$ cat config.mk
export PLATFORM = sky130hd
export DESIGN_NAME = shift_add_mult
export DESIGN_NICKNAME = d
export VERILOG_FILES = /design/src/rtl/mult_pkg.sv /design/src/rtl/adder_nbit.sv /design/src/rtl/shift_add_mult.sv
export SDC_FILE = /design/constraint.sdc
export NUM_CORES = 1
export LEC_CHECK = 0
export BUFFER_PORTS_ARGS = -buffer_cell sky130_fd_sc_hd__buf_2
export CORE_MARGIN = 4
export CORE_UTILIZATION = 46
export CTS_CLUSTER_DIAMETER = 100
export DETAILED_ROUTE_END_ITERATION = 16
export PLACE_DENSITY = 0.76
export SLEW_MARGIN = 20
export SYNTH_ARGS = -nofsm -noshare
export SYNTH_HDL_FRONTEND = slang
export SYNTH_SLANG_ARGS = --single-unit
$ cat constraint.sdc
create_clock -name clk -period 6.62 [get_ports clk]
set_input_delay 0.993 -clock clk [delete_from_list [all_inputs] [get_ports clk]]
set_output_delay 0.993 -clock clk [all_outputs]
set_load 0.01 [all_outputs]
$ cat src/rtl/mult_pkg.sv
// Shared constants for the shift-and-add multiplier.
//   ST_IDLE / ST_RUN / ST_DONE : FSM state encoding
//   MULT_WIDTH_DEF             : default operand width
package mult_pkg;

    localparam logic [1:0] ST_IDLE = 2'd0;
    localparam logic [1:0] ST_RUN  = 2'd1;
    localparam logic [1:0] ST_DONE = 2'd2;

    localparam int MULT_WIDTH_DEF = 4;

endpackage

$ cat src/rtl/adder_nbit.sv
// Combinational WIDTH-bit ripple-carry adder.
// Ports:
//   a, b  in  WIDTH  addends
//   cin   in  1      carry in
//   sum   out WIDTH  a + b + cin, low WIDTH bits
//   cout  out 1      carry out
module adder_nbit #(
    parameter int WIDTH = 4
) (
    input  logic [WIDTH-1:0] a,
    input  logic [WIDTH-1:0] b,
    input  logic             cin,
    output logic [WIDTH-1:0] sum,
    output logic             cout
);

    logic [WIDTH:0] carry;

    assign carry[0] = cin;

    for (genvar i = 0; i < WIDTH; i++) begin : g_bit
        assign sum[i]     = a[i] ^ b[i] ^ carry[i];
        assign carry[i+1] = (a[i] & b[i]) | (carry[i] & (a[i] ^ b[i]));
    end

    assign cout = carry[WIDTH];

endmodule

$ cat src/rtl/shift_add_mult.sv
// Sequential unsigned shift-and-add multiplier, WIDTH x WIDTH -> 2*WIDTH.
// One WIDTH-bit add per clock through adder_nbit.
// Ports:
//   clk      in  1        system clock, rising edge
//   rst      in  1        synchronous active-high reset
//   start    in  1        request pulse, accepted only in IDLE
//   a, b     in  WIDTH    multiplicand / multiplier, sampled on accept
//   busy     out 1        state != IDLE
//   done     out 1        one-cycle pulse, product valid
//   product  out 2*WIDTH  result, held until the next accepted start
// Build option: SHIFT_ADD_MULT_ZERO_SKIP_EN -- a zero operand jumps straight
// from IDLE to DONE with product = 0.
//
// state   | meaning
// IDLE    | waiting for start
// RUN     | WIDTH add/shift iterations
// DONE    | done pulse, product valid
module shift_add_mult
    import mult_pkg::*;
#(
    parameter int WIDTH = MULT_WIDTH_DEF
) (
    input  logic               clk,
    input  logic               rst,
    input  logic               start,
    input  logic [WIDTH-1:0]   a,
    input  logic [WIDTH-1:0]   b,
    output logic               busy,
    output logic               done,
    output logic [2*WIDTH-1:0] product
);

    localparam int CW = $clog2(WIDTH) + 1;

    logic [1:0]         state_q,   state_d;
    logic [WIDTH-1:0]   mcand_q,   mcand_d;
    logic [WIDTH-1:0]   acc_hi_q,  acc_hi_d;
    logic [WIDTH-1:0]   acc_lo_q,  acc_lo_d;
    logic [CW-1:0]      cnt_q,     cnt_d;
    logic [2*WIDTH-1:0] product_q, product_d;

    logic [WIDTH-1:0]   add_sum;
    logic               add_cout;
    logic [2*WIDTH-1:0] shifted;

    adder_nbit #(.WIDTH(WIDTH)) u_add (
        .a    (acc_hi_q),
        .b    (mcand_q),
        .cin  (1'b0),
        .sum  (add_sum),
        .cout (add_cout)
    );

    // Carry enters the MSB of the right shift, so no product bit is lost.
    always_comb begin
        if (acc_lo_q[0]) begin
            shifted = {add_cout, add_sum, acc_lo_q[WIDTH-1:1]};
        end else begin
            shifted = {1'b0, acc_hi_q, acc_lo_q[WIDTH-1:1]};
        end
    end

    always_comb begin
        state_d   = state_q;
        mcand_d   = mcand_q;
        acc_hi_d  = acc_hi_q;
        acc_lo_d  = acc_lo_q;
        cnt_d     = cnt_q;
        product_d = product_q;
        case (state_q)
            ST_IDLE: begin
                if (start) begin
                    mcand_d  = a;
                    acc_hi_d = '0;
                    acc_lo_d = b;
                    cnt_d    = '0;
                    state_d  = ST_RUN;
`ifdef SHIFT_ADD_MULT_ZERO_SKIP_EN
                    if ((a == '0) || (b == '0)) begin
                        state_d   = ST_DONE;
                        product_d = '0;
                    end
`endif
                end
            end
            ST_RUN: begin
                {acc_hi_d, acc_lo_d} = shifted;
                cnt_d = cnt_q + CW'(1);
                if (cnt_q == CW'(WIDTH - 1)) begin
                    state_d   = ST_DONE;
                    product_d = shifted;
                end
            end
            ST_DONE: begin
                state_d = ST_IDLE;
            end
            default: begin
                state_d = ST_IDLE;
            end
        endcase
    end

    always_ff @(posedge clk) begin
        if (rst) begin
            state_q   <= ST_IDLE;
            mcand_q   <= '0;
            acc_hi_q  <= '0;
            acc_lo_q  <= '0;
            cnt_q     <= '0;
            product_q <= '0;
        end else begin
            state_q   <= state_d;
            mcand_q   <= mcand_d;
            acc_hi_q  <= acc_hi_d;
            acc_lo_q  <= acc_lo_d;
            cnt_q     <= cnt_d;
            product_q <= product_d;
        end
    end

    assign busy    = (state_q != ST_IDLE);
    assign done    = (state_q == ST_DONE);
    assign product = product_q;

endmodule

==> results of run 1 <==
## synth_stat cells, types with 3 or more instances
| cell | number |
|---|---|
| sky130_fd_sc_hd__dfxtp_1 | 25 |
| sky130_fd_sc_hd__nor2_1 | 20 |
| sky130_fd_sc_hd__nand2_1 | 11 |
| sky130_fd_sc_hd__a21oi_1 | 8 |
| sky130_fd_sc_hd__mux2i_1 | 5 |
| sky130_fd_sc_hd__inv_1 | 4 |
| sky130_fd_sc_hd__nor3_1 | 4 |
| sky130_fd_sc_hd__a221oi_2 | 3 |
| sky130_fd_sc_hd__a22oi_1 | 3 |
| sky130_fd_sc_hd__fa_1 | 3 |
| sky130_fd_sc_hd__ha_1 | 3 |
| sky130_fd_sc_hd__mux2_2 | 3 |
| sky130_fd_sc_hd__nand3_1 | 3 |
## power by group
part	leakage [uW]	total [uW]	internal, uW	switching, uW
clock	0.0000150	68.5	23.6	44.9
combinational	0.000326	29.1	13.3	15.8
sequential	0.000203	162	156	6.02
## how the worst max path moves through the flow
stage	cells past startpoint	startpoint	endpoint
final	7	acc_hi_q[0]	acc_hi_q[2]
after global placement	7	mcand_q[0]	acc_hi_q[2]
after global routing	7	acc_hi_q[0]	acc_hi_q[2]
after floorplan	7	mcand_q[0]	acc_hi_q[2]
after CTS	7	acc_hi_q[0]	acc_hi_q[2]
after detailed placement	7	acc_hi_q[0]	acc_hi_q[2]
## sequential cells by signal (all words and copies together) (netlist names)
name	cells
cnt_q	3
state_q	2
acc_hi_q	4
product	8
mcand_q	4
acc_lo_q	4
## cells by family (layout without fill, tap and decap cells)
logic type | after synthesis | in the layout | synth area share
compound gates | 19 | 19 | 0.139
fa+ha+maj | 6 | 6 | 0.0841
buf+inv | 12 | 28 | 0.0636
flops | 25 | 25 | 0.431
mux | 9 | 9 | 0.0852
simple gates | 47 | 47 | 0.196
## layout make-up
cell class              count  area (sq um)  share of cell area
repair buffers             20           100              0.0793
inverters                   4          15.0              0.0119
clock buffers               4          26.3              0.0208
flip-flops and latches     25           500               0.396
multi-input cells          81           586               0.464
well taps                  28          35.0              0.0278
## metrics by stage
stage                     hold WS [ns]  worst slack (ns)  std cells   util
final                            0.459              4.21        162  0.550
after global routing             0.484              4.17        162  0.550
after CTS                        0.462              4.20        162  0.550
after detailed placement         0.444              4.22        158  0.538
after global placement           0.442              4.31        158  0.538
after floorplan                  0.445              4.35        118      -
## routing by layer
metal | vias to the layer above | global-route usage
li1 | 434 | -
met1 | 416 | 0.145
met2 | 13 | 0.253
met3 | 4 | 0.0423
met4 | 0 | 0.0497
met5 | - | 0
## worst min-delay path, cell delays in order (launching register included)
cell                      delay (ns)
sky130_fd_sc_hd__dfxtp_1        0.33
sky130_fd_sc_hd__nand2_1        0.05
sky130_fd_sc_hd__a21oi_1        0.05
==> key figures, run 1 <==
Outcome
  – Result of the run: complete, no violations

GRT
  – First-pass GRT wire length: 3.57 mm
  – Maximum number of pins on one net before global-route repair: 26
  – Via count of the first global-routing pass: 839
  – Number of antenna violations at the first check in global routing: 0
  – Global-route usage over all layers: 0.137
  – GRT overflow: 0

Floorplan
  – Die height: 58.2 um
  – Full die area: 3390 sq um
  – Core footprint: 2300 sq um
  – Overall die width: 58.2 um
  – Row Count: 17
  – Starting density of the core: 0.505
  – Number of top-level pins: 21

Detailed routing
  – Average routed wire per standard cell: 13.3 um
  – Via-per-instance ratio: 5.35
  – Final routed DRC violation total: 0
  – Metal3 WL: 84 um
  – Uppermost layer routed: met4
  – Total length of routed met2 wires: 1.04 mm
  – First-pass iteration count of the detailed router: 4
  – Sum of routed wire segments on met1: 998 um
  – Total length of routed wires: 2.15 mm
  – Iter 0 DRT Violations: 12
  – Antenna-violating nets left: 0
  – Vias after detailed routing: 867

Critical path
  – Combined buffer and inverter count along the critical path: 0
  – Data required time at the worst endpoint: 6.83 ns
  – Standard cell with the maximum stage delay on the critical path: sky130_fd_sc_hd__fa_1
  – Worst path arrival time: 2.62 ns
  – Launch point of the worst reg-to-reg path: acc_hi_q[0]
  – Biggest fanout along the worst timing path: 3
  – Delay of the slowest cell on the worst path: 0.43 ns
  – Family of cells with the greatest summed delay on the critical path: adder cells
  – Register-to-register path setup slack: 4.21 ns
  – Reg-to-reg critical path endpoint: acc_hi_q[2]
  – CP cell instances: ha_1 -> fa_1 -> fa_1 -> fa_1 -> mux2_2 -> a22oi_1 -> nor2_1
  – R2R depth: 7
  – Most frequent cell on the critical path: sky130_fd_sc_hd__fa_1
  – Category of the worst setup path launch point: flop
  – Worst Path Class, Setup: reg2reg
  – Endpoint class of the critical path: flop

Clocking
  – Maximum level of the CTS H-tree: 1
  – Clock sink count: 25
  – Number of buffers added for setup after CTS: 0
  – Quantity of hold-fixing buffers added after cts: 0
  – Inserted Clock Buffers: 3
  – Root Buffer Master: sky130_fd_sc_hd__clkbuf_4
  – Buffers from clock root to sink, at most: 2
  – Post-CTS resize count: 0
  – Clock slew at the register clock pins of the worst setup and hold paths: 0.13 ns
  – CTS tree: built
  – Source-to-sink clock delay at the later pin of the worst-skew pair: 0.32 ns

Synthesis
  – Cell count after synthesis: 118
  – Post-synth design cell area: 1160 sq um
  – Cell accounting for the most synthesized area: sky130_fd_sc_hd__dfxtp_1
  – Most used flip-flop cell after synthesis: sky130_fd_sc_hd__dfxtp_1
  – Top cell type's share of synthesized area: 0.431
  – Synth area leaders: sky130_fd_sc_hd__dfxtp_1, sky130_fd_sc_hd__nor2_1, sky130_fd_sc_hd__fa_1
  – Syn avg cell area: 9.83 sq um
  – Warnings, synthesis: 0
  – Number of distinct library cells after synthesis: 32
  – Syn_nets: 135
  – Seq cells post-synth: 25
  – Sequential-to-total area share from yosys stat: 0.431
  – Fraction of synthesis flops using an asynchronous set or reset pin: 0
  – Number of enable flip-flop cells after synthesis: 0

Power and ir drop
  – PnR Total Power: 259 uW
  – Peak supply drop: 0.175 mV
  – Static Leakage: 0.000544 uW
  – P per Cell Area: 205 nW/um^2

Layout
  – Number of nets in the layout: 152
  – Filler Cells Inserted: 230
  – Layout-stage area growth over the synthesis result: 8.85%
  – Leading cell type in the layout, fill and taps excluded: sky130_fd_sc_hd__dfxtp_1
  – Fraction of layout instances using a drive strength above 1: 0.254
  – Post-route cell area: 1260 sq um
  – Count of inserted antenna diode cells: 0
  – Most frequent cells in the layout: sky130_fd_sc_hd__dfxtp_1, sky130_fd_sc_hd__nor2_1, sky130_fd_sc_hd__buf_2, sky130_fd_sc_hd__nand2_1, sky130_fd_sc_hd__a21oi_1

STA
  – Highest clock frequency the design can meet: 415 MHz
  – Clock Skews: 0.00714 ns
  – Period minus WS final: 2.41 ns
  – Setup repair after global routing missed its margin: no
  – Slew Limit Headroom: 0.451
  – Final period utilization: 0.364
  – Count of final hold-check violations: 0
  – Final-report max-slew violation count: 0
  – Transition time of the tightest slew-check pin: 0.822 ns
  – Total of endpoints with negative setup slack in the final report: 0
  – TNS Setup: 0 ns

Hold path
  – Worst hold path depth: 2
  – Min-Delay Startpoint: product[0]
  – Hold Crit Class: reg2reg
  – Worst Hold Endpoint: product[0]

Placement
  – Final weighted congestion of routability-driven global placement: 0.784
  – Quantity of I/O buffers inserted on ports: 20
  – Area after detailed placement: 1240 sq um
  – Placed wire-length estimate after detailed placement: 1.59 mm

Flow run
  – Number of max-capacitance violations reported: 0
No activity file was read; power rests on OpenSTA's default activity.
==> inputs of run 2 (changes only) <==
Settings changed: ABC_AREA from default to 1, PLACE_DENSITY 0.76 to 0.79.
Clock period 6.62 ns to 2 ns, I/O delays scaled along.
==> run 2 against run 1 <==
Effect of this change: the run now ends with setup timing left; clock skew shrank 0.0056 ns; first-iteration DRC count rose by 140%; maximum frequency increased by 19%; synthesized cell count rose by 24%; setup slack got worse by 4.2 ns; register-to-register slack got worse by 4.2 ns; combinational power increased to 3.6 times the previous value; via count is 14% higher; power grew to 3.3 times the previous value; critical endpoint unchanged.
==> key figures, run 2 <==
Critical path
  – Endpoint class of the critical path: flop
  – Family of cells with the greatest summed delay on the critical path: adder cells
  – Data required time at the worst endpoint: 2.27 ns
  – Register-to-register path setup slack: -0.03 ns
  – Worst path arrival time: 2.30 ns
  – Combined buffer and inverter count along the critical path: 0
  – R2R depth: 8
  – Most frequent cell on the critical path: sky130_fd_sc_hd__nand2_1
  – Category of the worst setup path launch point: flop
  – Reg-to-reg critical path endpoint: acc_hi_q[2]
  – Worst Path Class, Setup: reg2reg
  – Delay of the slowest cell on the worst path: 0.48 ns
  – CP cell instances: ha_4 -> fa_2 -> fa_2 -> fa_1 -> nand2_1 -> nand2_1 -> nand2_1 -> a21oi_2
  – Launch point of the worst reg-to-reg path: acc_hi_q[0]
  – Standard cell with the maximum stage delay on the critical path: sky130_fd_sc_hd__fa_1
  – Biggest fanout along the worst timing path: 2

Layout
  – Fraction of layout instances using a drive strength above 1: 0.238
  – Count of inserted antenna diode cells: 0
  – Layout-stage area growth over the synthesis result: 15.0%
  – Filler Cells Inserted: 200
  – Number of nets in the layout: 186
  – Flip-flop count of the largest register, all copies and words added: 8
  – Most frequent cells in the layout: sky130_fd_sc_hd__nand2_1, sky130_fd_sc_hd__dfxtp_1, sky130_fd_sc_hd__buf_2, sky130_fd_sc_hd__nor2_1
  – Leading cell type in the layout, fill and taps excluded: sky130_fd_sc_hd__nand2_1

Floorplan
  – Die height: 57.6 um
  – Overall die width: 57.6 um
  – Row Count: 17
  – Starting density of the core: 0.496
  – Number of top-level pins: 21
  – Core footprint: 2280 sq um
  – Full die area: 3310 sq um

STA
  – Slew Limit Headroom: 0.581
  – Transition time of the tightest slew-check pin: 0.628 ns
  – Count of final hold-check violations: 0
  – Final-report max-slew violation count: 0
  – Highest clock frequency the design can meet: 493 MHz
  – Period minus WS final: 2.03 ns
  – Least setup slack across all paths after layout: -0.0284 ns
  – Hold Worst Slack: 0.226 ns
  – Setup repair after global routing missed its margin: yes
  – Final period utilization: 1.01
  – Total of endpoints with negative setup slack in the final report: 1
  – Clock Skews: 0.00155 ns

Power and ir drop
  – Switching part of the total power: 0.272
  – Static Leakage: 0.000629 uW
  – P per Cell Area: 665 nW/um^2
  – PnR Total Power: 864 uW
  – Clock share of power: 0.262
  – Sequential power share: 0.617
  – Total internal power: 628 uW
  – Peak supply drop: 0.571 mV
  – Switching power summed over all nets: 235 uW
  – Comb power frac: 0.120

Hold path
  – Worst hold path depth: 3
  – Min-Delay Startpoint: a[2]
  – Worst Hold Endpoint: mcand_q[2]
  – Hold Crit Class: in2reg

Flow run
  – Number of max-capacitance violations reported: 0

Synthesis
  – Seq cells post-synth: 25
  – Number of enable flip-flop cells after synthesis: 0
  – Sequential-to-total area share from yosys stat: 0.443
  – Syn_nets: 163
  – Most used standard cell by instance count after synthesis: sky130_fd_sc_hd__nand2_1
  – Number of distinct library cells after synthesis: 22
  – Fraction of synthesis flops using an asynchronous set or reset pin: 0
  – Post-synth design cell area: 1130 sq um
  – Cell count after synthesis: 146
  – Cell accounting for the most synthesized area: sky130_fd_sc_hd__dfxtp_1
  – Top cell type's share of synthesized area: 0.443
  – Most used flip-flop cell after synthesis: sky130_fd_sc_hd__dfxtp_1
  – Most frequent cells after synthesis: sky130_fd_sc_hd__nand2_1, sky130_fd_sc_hd__dfxtp_1, sky130_fd_sc_hd__nor2_1, sky130_fd_sc_hd__nand3_1, sky130_fd_sc_hd__o21ai_0
  – Synth area leaders: sky130_fd_sc_hd__dfxtp_1, sky130_fd_sc_hd__nand2_1, sky130_fd_sc_hd__nor2_1
  – Syn avg cell area: 7.74 sq um
  – Warnings, synthesis: 0

Detailed routing
  – Antenna-violating nets left: 0
  – Final routed DRC violation total: 0
  – First-pass iteration count of the detailed router: 4
  – Via-per-instance ratio: 5.05
  – Total length of routed wires: 2.39 mm
  – Iter 0 DRT Violations: 29
  – Vias after detailed routing: 990
  – Average routed wire per standard cell: 12.2 um

Clocking
  – Source-to-sink clock delay at the later pin of the worst-skew pair: 0.32 ns
  – Buffers from clock root to sink, at most: 2
  – Inserted Clock Buffers: 3
  – Clock sink count: 25
  – Maximum level of the CTS H-tree: 1
  – Quantity of hold-fixing buffers added after cts: 0
  – CTS tree: built
  – Root Buffer Master: sky130_fd_sc_hd__clkbuf_4
  – Number of buffers added for setup after CTS: 0
  – Clock slew at the register clock pins of the worst setup and hold paths: 0.13 ns

Placement
  – Final weighted congestion of routability-driven global placement: 0.872
  – Placed wire-length estimate after detailed placement: 1.80 mm
  – Pre-CTS setup slack: -0.0635 ns
  – Quantity of I/O buffers inserted on ports: 20

GRT
  – Via count of the first global-routing pass: 981
  – Global-route usage over all layers: 0.154
  – First-pass GRT wire length: 4.10 mm
  – Number of antenna violations at the first check in global routing: 0
  – Maximum number of pins on one net before global-route repair: 18
  – GRT overflow: 0

Outcome
  – Result of the run: complete, but fails checks
  – Violated checks: setup timing
[run 2: cell type report]
class,instances,area (sq um),share of cell area
clock buffer,3,22.5,0.0173
clock inverter,1,5.00,0.00385
inverter,13,55.1,0.0424
multi-input combinational,105,572,0.440
sequential,25,502,0.386
tap,28,35.0,0.0270
timing repair buffer,21,108,0.0829
[run 2: power groups by stage]
stage / registers (uW) / clock network (uW) / logic (uW)
finish: 533 / 226 / 104
global route: 536 / 258 / 118
CTS: 533 / 234 / 103
detailed placement: 543 / 0 / 103
global placement: 542 / 0 / 98.3
floorplan: 540 / 0 / 77.6
[run 2: through the flow]
| stage | std cells | utilization | TNS, ns | instance area [sq um] |
|---|---|---|---|---|
| 6_report | 196 | 0.571 | -0.0284 | 1300 |
| 5_1_grt | 196 | 0.571 | -0.143 | 1300 |
| 4_1_cts | 196 | 0.569 | -0.0506 | 1290 |
| 3_5_place_dp | 192 | 0.551 | -0.0635 | 1250 |
| 3_3_place_gp | 192 | 0.551 | -0.0133 | 1250 |
| 2_1_floorplan | 146 | - | 0 | 1130 |
[run 2: worst min-delay path, delay by kind of cell]
kind | cells | cell delay, ns
compound gates | 1 | 0.07
buf+inv | 1 | 0.07
simple gates | 1 | 0.08
[run 2: what timing repair did]
action | 4_1_cts | 5_1_grt
endpoints found under the setup margin | 2 | 3
gates cloned | 0 | 0
pin swaps | 0 | 3
gates resized for setup | 3 | 1
[run 2: worst max-delay path by stage]
stage                      startpoint          end  slack, ns  depth (start not counted)
after CTS                  mcand_q[0]  acc_hi_q[2]      -0.05                          8
after global placement     mcand_q[0]  acc_hi_q[2]      -0.01                          8
after floorplan            mcand_q[0]  acc_hi_q[2]       0.02                          8
after detailed placement   mcand_q[0]  acc_hi_q[2]      -0.06                          8
final                     acc_hi_q[0]  acc_hi_q[2]      -0.03                          8
after global routing       mcand_q[0]  acc_hi_q[2]      -0.12                          8
[run 2: kinds of logic after synthesis]
kind of cell,count (synthesis),share of synthesized area
compound gates,20,0.0975
fa+ha+maj,6,0.0864
buf+inv,16,0.0698
flops,25,0.443
simple gates,79,0.303
[run 2: per-layer routing]
metal / part of all wire / track usage / wire length (um) / vias to the layer above
met5: 0 / 0 / 0 / -
met4: 0.0029 / 0.0199 / 7 / 0
met3: 0.052 / 0.0498 / 125 / 2
met2: 0.51 / 0.284 / 1230 / 21
met1: 0.43 / 0.177 / 1030 / 461
li1: - / - / - / 506
